## src/rtl/inst_pkg.sv

```systemverilog
// rtl/inst_pkg.sv - shared types, widths and field offsets for the instruction decode stage
package inst_pkg;

   localparam int INST_W_DEF     = 16;
   localparam int FETCH_W_DEF    = 8;
   localparam int REG_ADDR_W_DEF = 3;
   localparam int IMM_W_DEF      = 8;
   localparam int SUBTYPE_W      = 4;

   // Field offsets at the default widths; the splitter re-derives them from its own parameters.
   localparam int INST_TYPE_LSB = INST_W_DEF - 2;
   localparam int COND_EN_BIT   = INST_W_DEF - 3;
   localparam int IMM_TYPE_LSB  = INST_W_DEF - 5;
   localparam int SRC_ADDR_MSB  = INST_W_DEF - 6;
   localparam int DST_ADDR_MSB  = IMM_W_DEF - 1;

   typedef enum logic [1:0] {
      INST_ALU    = 2'd0,
      INST_MEM    = 2'd1,
      INST_BRANCH = 2'd2,
      INST_SYS    = 2'd3
   } inst_type_e;

   typedef enum logic [1:0] {
      IMM_NONE = 2'd0,
      IMM_ZEXT = 2'd1,
      IMM_SEXT = 2'd2,
      IMM_REL  = 2'd3
   } imm_type_e;

   // Register and immediate fields are sized at the default widths, which act as the ceiling.
   typedef struct packed {
      inst_type_e                  inst_type;
      logic                        cond_en;
      imm_type_e                   imm_type;
      logic [REG_ADDR_W_DEF-1:0]   src_addr;
      logic [REG_ADDR_W_DEF-1:0]   dst_addr;
      logic [IMM_W_DEF-1:0]        imm;
      logic [SUBTYPE_W-1:0]        subtype;
   } dec_fields_t;

endpackage

```

## src/rtl/inst_field_split.sv

```systemverilog
// rtl/inst_field_split.sv - combinational slicer from a raw instruction word to dec_fields_t
module inst_field_split
   import inst_pkg::*;
#(
   parameter int INST_W     = INST_W_DEF,
   parameter int REG_ADDR_W = REG_ADDR_W_DEF,
   parameter int IMM_W      = IMM_W_DEF
) (
   input  logic [INST_W-1:0] inst,
   output dec_fields_t       fields
);

   always_comb begin
      fields           = '0;
      fields.inst_type = inst_type_e'(inst[INST_W-1 -: 2]);
      fields.cond_en   = inst[INST_W-3];
      fields.imm_type  = imm_type_e'(inst[INST_W-4 -: 2]);
      fields.src_addr  = REG_ADDR_W_DEF'(inst[INST_W-6 -: REG_ADDR_W]);
      fields.dst_addr  = REG_ADDR_W_DEF'(inst[IMM_W-1 -: REG_ADDR_W]);
      fields.imm       = IMM_W_DEF'(inst[IMM_W-1:0]);
      fields.subtype   = inst[SUBTYPE_W-1:0];
   end

endmodule

```

## src/rtl/inst_decode_stage.sv

```systemverilog
// rtl/inst_decode_stage.sv - multi-beat instruction assembly and registered decode; INST_DEC_PERF_CNT_EN adds dec_count_out
module inst_decode_stage
   import inst_pkg::*;
#(
   parameter int INST_W     = INST_W_DEF,
   parameter int FETCH_W    = FETCH_W_DEF,
   parameter int REG_ADDR_W = REG_ADDR_W_DEF,
   parameter int IMM_W      = IMM_W_DEF
) (
   input  logic                  clk_in,
   input  logic                  rst_in,
   input  logic [FETCH_W-1:0]    beat_in,
   input  logic                  beat_valid_in,
   output logic                  beat_ready_out,
   input  logic                  flush_in,
   output logic [REG_ADDR_W-1:0] src_addr_out,
   output logic [REG_ADDR_W-1:0] dst_addr_out,
   output logic [IMM_W-1:0]      imm_out,
   output logic [1:0]            imm_type_out,
   output logic                  cond_en_out,
   output logic [1:0]            inst_type_out,
   output logic [3:0]            subtype_flag_out,
   output logic                  dec_valid_out,
`ifdef INST_DEC_PERF_CNT_EN
   output logic [15:0]           dec_count_out,
`endif
   input  logic                  dec_ready_in
);

   localparam int BEATS = INST_W / FETCH_W;
   localparam int IDX_W = (BEATS > 1) ? $clog2(BEATS) : 1;

   logic [IDX_W-1:0]  beat_idx;
   logic [INST_W-1:0] inst_buf;
   logic [INST_W-1:0] inst_reg;
   logic [INST_W-1:0] assembled;
   logic              last_beat;
   logic              accept;
   logic              consume;
   dec_fields_t       fields;

   assign last_beat      = (beat_idx == IDX_W'(BEATS - 1));
   assign beat_ready_out = !flush_in && (!last_beat || !dec_valid_out || dec_ready_in);
   assign accept         = beat_valid_in && beat_ready_out;
   assign consume        = dec_valid_out && dec_ready_in && !flush_in;

   // Partial word with the current beat merged in; on the final beat this is the whole instruction.
   always_comb begin
      assembled = inst_buf;
      assembled[beat_idx*FETCH_W +: FETCH_W] = beat_in;
   end

   always_ff @(posedge clk_in or posedge rst_in) begin
      if (rst_in) begin
         beat_idx      <= '0;
         inst_buf      <= '0;
         inst_reg      <= '0;
         dec_valid_out <= 1'b0;
      end else if (flush_in) begin
         beat_idx      <= '0;
         dec_valid_out <= 1'b0;
      end else begin
         if (consume)
            dec_valid_out <= 1'b0;
         if (accept) begin
            inst_buf <= assembled;
            if (last_beat) begin
               beat_idx      <= '0;
               inst_reg      <= assembled;
               dec_valid_out <= 1'b1;
            end else begin
               beat_idx <= beat_idx + 1'b1;
            end
         end
      end
   end

`ifdef INST_DEC_PERF_CNT_EN
   always_ff @(posedge clk_in or posedge rst_in) begin
      if (rst_in)
         dec_count_out <= '0;
      else if (consume && dec_count_out != 16'hFFFF)
         dec_count_out <= dec_count_out + 16'd1;
   end
`endif

   inst_field_split #(
      .INST_W     (INST_W),
      .REG_ADDR_W (REG_ADDR_W),
      .IMM_W      (IMM_W)
   ) u_split (
      .inst   (inst_reg),
      .fields (fields)
   );

   assign inst_type_out    = fields.inst_type;
   assign cond_en_out      = fields.cond_en;
   assign imm_type_out     = fields.imm_type;
   assign src_addr_out     = REG_ADDR_W'(fields.src_addr);
   assign dst_addr_out     = REG_ADDR_W'(fields.dst_addr);
   assign imm_out          = IMM_W'(fields.imm);
   assign subtype_flag_out = fields.subtype;

endmodule
```

## config.mk

```make
export PLATFORM = sky130hd
export DESIGN_NAME = inst_decode_stage
export DESIGN_NICKNAME = d
export VERILOG_FILES = /design/src/rtl/inst_pkg.sv /design/src/rtl/inst_field_split.sv /design/src/rtl/inst_decode_stage.sv
export SDC_FILE = /design/constraint.sdc
export NUM_CORES = 1
export LEC_CHECK = 0
export ABC_AREA = 1
export CORE_UTILIZATION = 45
export CTS_BUF_LIST = sky130_fd_sc_hd__clkbuf_8
export DETAILED_ROUTE_END_ITERATION = 10
export PLACE_DENSITY = 0.74
export SKIP_CTS_REPAIR_TIMING = 1
export SLEW_MARGIN = 20
export SYNTH_ARGS = -nofsm -noshare
export SYNTH_HDL_FRONTEND = slang
export SYNTH_HIERARCHICAL = 1
export SYNTH_SLANG_ARGS = --single-unit
```

## constraint.sdc

```tcl
create_clock -name clk_in -period 3.6 [get_ports clk_in]
set_clock_uncertainty 0.15 [all_clocks]
set_input_delay 0.54 -clock clk_in [delete_from_list [all_inputs] [get_ports clk_in]]
set_output_delay 0.54 -clock clk_in [all_outputs]
set_load 0.02 [all_outputs]
```

### After elaboration in Yosys (flattened, before gate mapping)

Index checks and enable logic that the tools add are counted.

| cells by class | value |
|---|---|
| add/sub/neg operators | 2 |
| shifts and indexed selects | 2 |
| muxes and demuxes | 8 |
| bitwise gates (word level) | 1 |
| reductions and logical operators | 12 |

Operators by type and width:

| cell | number |
|---|---|
| $neg 4->34 | 1 |
| $shift 8x34->16 const A | 1 |
| $shiftx 8x34->16 | 1 |
| $bwmux 16 | 1 |
| $mux 1 | 7 |
| $logic_and 1x1->1 | 4 |
| $logic_not 1->1 | 3 |
| $reduce_and 3->1 | 1 |
| $logic_or 1x1->1 | 2 |
| $reduce_and 2->1 | 1 |
| $reduce_bool 2->1 | 1 |
| $add 1x1->1 const B | 1 |
| $not 1->1 | 1 |

| word-level totals | value |
|---|---|
| bits in registers | 34 |
| input bits | 13 |
| output and inout bits | 25 |
| word-level logic and storage cells | 29 |

### Depth between registers and ports, before layout

| depth | value |
|---|---|
| depth in word-level cells | 7 |
| mapped depth | 7 |
| gate-level depth less buffers | 5 |

### Hierarchy

Netlist, hierarchy kept.

Modules (own cells, without submodules):

| module | times used | cells an instance | area each (um2) | sequential area each (um2) |
|---|---|---|---|---|
| inst_decode_stage | 1 | 123 | 1136.1 | 675.6 |
| inst_field_split | 1 | 23 | 172.7 | 0.0 |

### Least setup slack after synthesis

OpenSTA, ideal clock, no wires.

| timing | value |
|---|---|
| path type | in2out |
| from | in dec_ready_in |
| to | out beat_ready_out |
| arrival | 1047 ps |
| required time | 2910 ps |
| slack | 1863 ps |
| cell stages on the path | 4 |
| buffers on the path | 0 |
| cell sequence | inv_1 > nand2_1 > inv_1 > a21oi_1 |

| on the way | value |
|---|---|
| cells in the longest elaborated chain, start to end | 2 |

Ends and longest elaborated chain:

| item | line | source |
|---|---|---|
| from (decl) | inst_decode_stage.sv:27 | `input logic dec_ready_in` |
| $logic_or 1x1->1 | inst_decode_stage.sv:43 | `assign beat_ready_out = !flush_in && (!last_beat \|\| !dec_valid_out \|\| dec_ready_in);` |
| $logic_and 1x1->1 | inst_decode_stage.sv:43 |  |
| to (decl) | inst_decode_stage.sv:14 | `output logic beat_ready_out,` |

No other way between the ends.

### Final worst setup path

Same ends and word-level chain as after synthesis.

==> flow_summary_export.csv <==
group,metric,value,unit
sta,fin_ws,0.926,ns
sta,slew_headroom,0.381,
pwr,power_frac_seq,0.447,
layout,nNetsFinal,172,
worst_setup_path,crit_required,2.91,ns
layout,fillers,265,
cts,cts_tree,"yes",
route,vias,901,
grt,grt_usage,0.152,
layout,drive_gt1_frac,0.0759,
sta,drv_slew,0,
worst_setup_path,criticalPathCategory,"in2out",
die,initial_core_util,0.475,
placement,dpl.hpwl,1.49,mm
worst_setup_path,slowest_delay,0.63,ns
route,vias_per_cell,4.77,
yosys,syn-num-nets,159,
yosys,ys_seq_area_frac,0.516,
yosys,synth_cells,146,
worst_setup_path,start_kind,"input pin",
die,io_pins,38,
yosys,syn_avg_cell_area,8.96,µm²
cts,ctsHtreeMaxLevel,1,
pwr,p_comb_frac,0.365,
run_status,status,"finished clean",
worst_setup_path,cp-startpoint,"dec_ready_in",
sta,fin_crit_sh,0.743,
hold_path,min-delay-start,"inst_buf[6]$_DFFE_PP0P_",
layout,largest_reg_flops,16,
yosys,synth_warnings,6,
route,drt_iter0_drc,29,
cts,clk_pin_slew,0.09,ns
die,dieWidth,55.9,µm
yosys,synth_cell_types,15,
cts,cts_root_buffer,"clkbuf_8",
placement,gp_congestion,0.728,
route,wire_per_inst,11.1,µm
placement,portBuffers,37,
route,first_pass_iters,4,
sta,fmax,374,MHz
layout,layout.cells.most_common_list,"clkdlybuf4s50_1 (37), nand2_1 (27), dfrtp_1 (27), inv_1 (26), o21ai_1 (10)",
pwr,p_switching,0.298,mW
cts,insertion_delay,0.27,ns
layout,num_antenna_cells,0,
die,core,2760,µm²
layout,area_delta_synth_final,17.7,%
hold_path,hold_path.class,"reg2reg",
yosys,netlist_area,1310,µm²
sta,period_minus_slack,2.67,ns
grt,grt_max_degree,35,
layout,final_common_cell,"clkdlybuf4s50_1",
worst_setup_path,path_delay_family,"buffers and inverters",
worst_setup_path,r2r_start,"dec_valid_out$_DFF_PP0_",
grt,grt_pass1_vias,894,
worst_setup_path,crit_slowest_cell,"clkdlybuf4s50_1",
worst_setup_path,crit_fanout,3,
route,ant_nets,0,
sta,setup_tns,0,ns
pwr,vdd_drop_max,0.330,mV
worst_setup_path,crit_buf_inv,4,
sta,final-setup-viol-count,0,
route,drc,0,
pwr,internal-power,0.602,mW
die,rows,19,
worst_setup_path,arrival,1.98,ns
pwr,swShare,0.331,
worst_setup_path,worstPathCellList,"clkdlybuf4s50_1 -> inv_1 -> nand2_1 -> inv_1 -> a21oi_1 -> clkdlybuf4s50_1",
cts,clockBufferDepth,2,
grt,grt-ovfl-total,0,
run,cap_violations,0,
pwr,powerDensity,584,nW/µm²
die,die_h,55.9,µm
pwr,clockPowerShare,0.188,
worst_setup_path,cp-end-kind,"primary output",
yosys,ys_seq_elements,27,
sta,rsz0062_at_grt,"no",
sta,worst_pin_slew,0.923,ns
cts,cts_sinks,27,
placement,pre_cts_ws,0.917,ns
die,die_area,3130,µm²
grt,antenna_found_initial,0,
cts,cts_buffers,3,
pwr,p_leak,0.776,nW
grt,grt_pass1_wl,3.74,mm
sta,hold_viol,0,
route,routed_wirelength,2.10,mm
==> worst reg2reg max path: cells and delay by family (launching register included) <==
kind | cells | cell delay, ns
flip-flops | 1 | 0.42
AND/OR/NAND/NOR | 2 | 0.78
AO/OA/AOI/OAI | 1 | 0.43
==> layout make-up <==
class / count / area [µm²] / share of cell area
multi-input cells: 62 / 304 / 0.197
flip-flops and latches: 27 / 676 / 0.439
clock buffers: 3 / 41.3 / 0.0268
inverters: 28 / 105 / 0.0682
well taps: 31 / 38.8 / 0.0252
repair buffers: 37 / 370 / 0.240
clock inverters: 1 / 5.00 / 0.00325
==> through the flow <==
step | instances | utilization | hold WS, ns | instance area, µm² | power (mW)
floorplan | 146 | - | 0.303 | 1310 | 0.669
global placement | 185 | 0.542 | 0.317 | 1490 | 0.730
detailed placement | 185 | 0.542 | 0.322 | 1490 | 0.740
CTS | 189 | 0.559 | 0.346 | 1540 | 0.912
global route | 189 | 0.559 | 0.363 | 1540 | 0.952
finish | 189 | 0.559 | 0.342 | 1540 | 0.899
==> logic make-up after synthesis <==
| kind of cell | after synthesis | synth area share |
|---|---|---|
| buffers and inverters | 57 | 0.251 |
| AND/OR/NAND/NOR | 34 | 0.111 |
| AO/OA/AOI/OAI | 28 | 0.121 |
| flip-flops | 27 | 0.516 |
==> synth_stat cells <==
cell,n,area share
buf_2,2,0.0076
nand3_2,1,0.0076
o21ai_2,5,0.033
o21ai_0,9,0.034
nand4_2,1,0.0096
inv_2,1,0.0029
a21oi_1,4,0.015
inv_1,27,0.077
o21ai_1,10,0.038
dfrtp_1,27,0.52
buf_6,3,0.026
buf_4,24,0.14
nand2_1,27,0.077
nor2_1,3,0.0086
nand3_1,2,0.0076
==> metal layers <==
metal / track usage / up-vias / wire, µm
met1: 0.161 / 422 / 874
met5: 0 / - / 0
met2: 0.293 / 33 / 1070
li1: - / 441 / -
met3: 0.0349 / 5 / 128
met4: 0.0523 / 0 / 27
==> path summary, 6_finish.rpt <==
check | to | slack [ns] | cells after the start
max in group asynchronous | inst_buf[4]$_DFFE_PP0P_ | 2.36 | 2
min | inst_buf[6]$_DFFE_PP0P_ | 0.34 | 2
max reg2reg | inst_reg[0]$_DFFE_PP0P_ | 1.72 | 3
min in group asynchronous | dec_valid_out$_DFF_PP0_ | 0.51 | 2
max | beat_ready_out | 0.93 | 6
min reg2reg | inst_buf[6]$_DFFE_PP0P_ | 0.34 | 2
==> power by group through the flow <==
stage | clock network, mW | registers (mW) | logic (mW)
2_1_floorplan | 0 | 0.399 | 0.270
5_1_grt | 0.187 | 0.410 | 0.355
6_report | 0.169 | 0.402 | 0.329
4_1_cts | 0.176 | 0.403 | 0.333
3_5_place_dp | 0 | 0.409 | 0.332
3_3_place_gp | 0 | 0.404 | 0.326
Note: power is estimated with default switching activity, not from simulation.
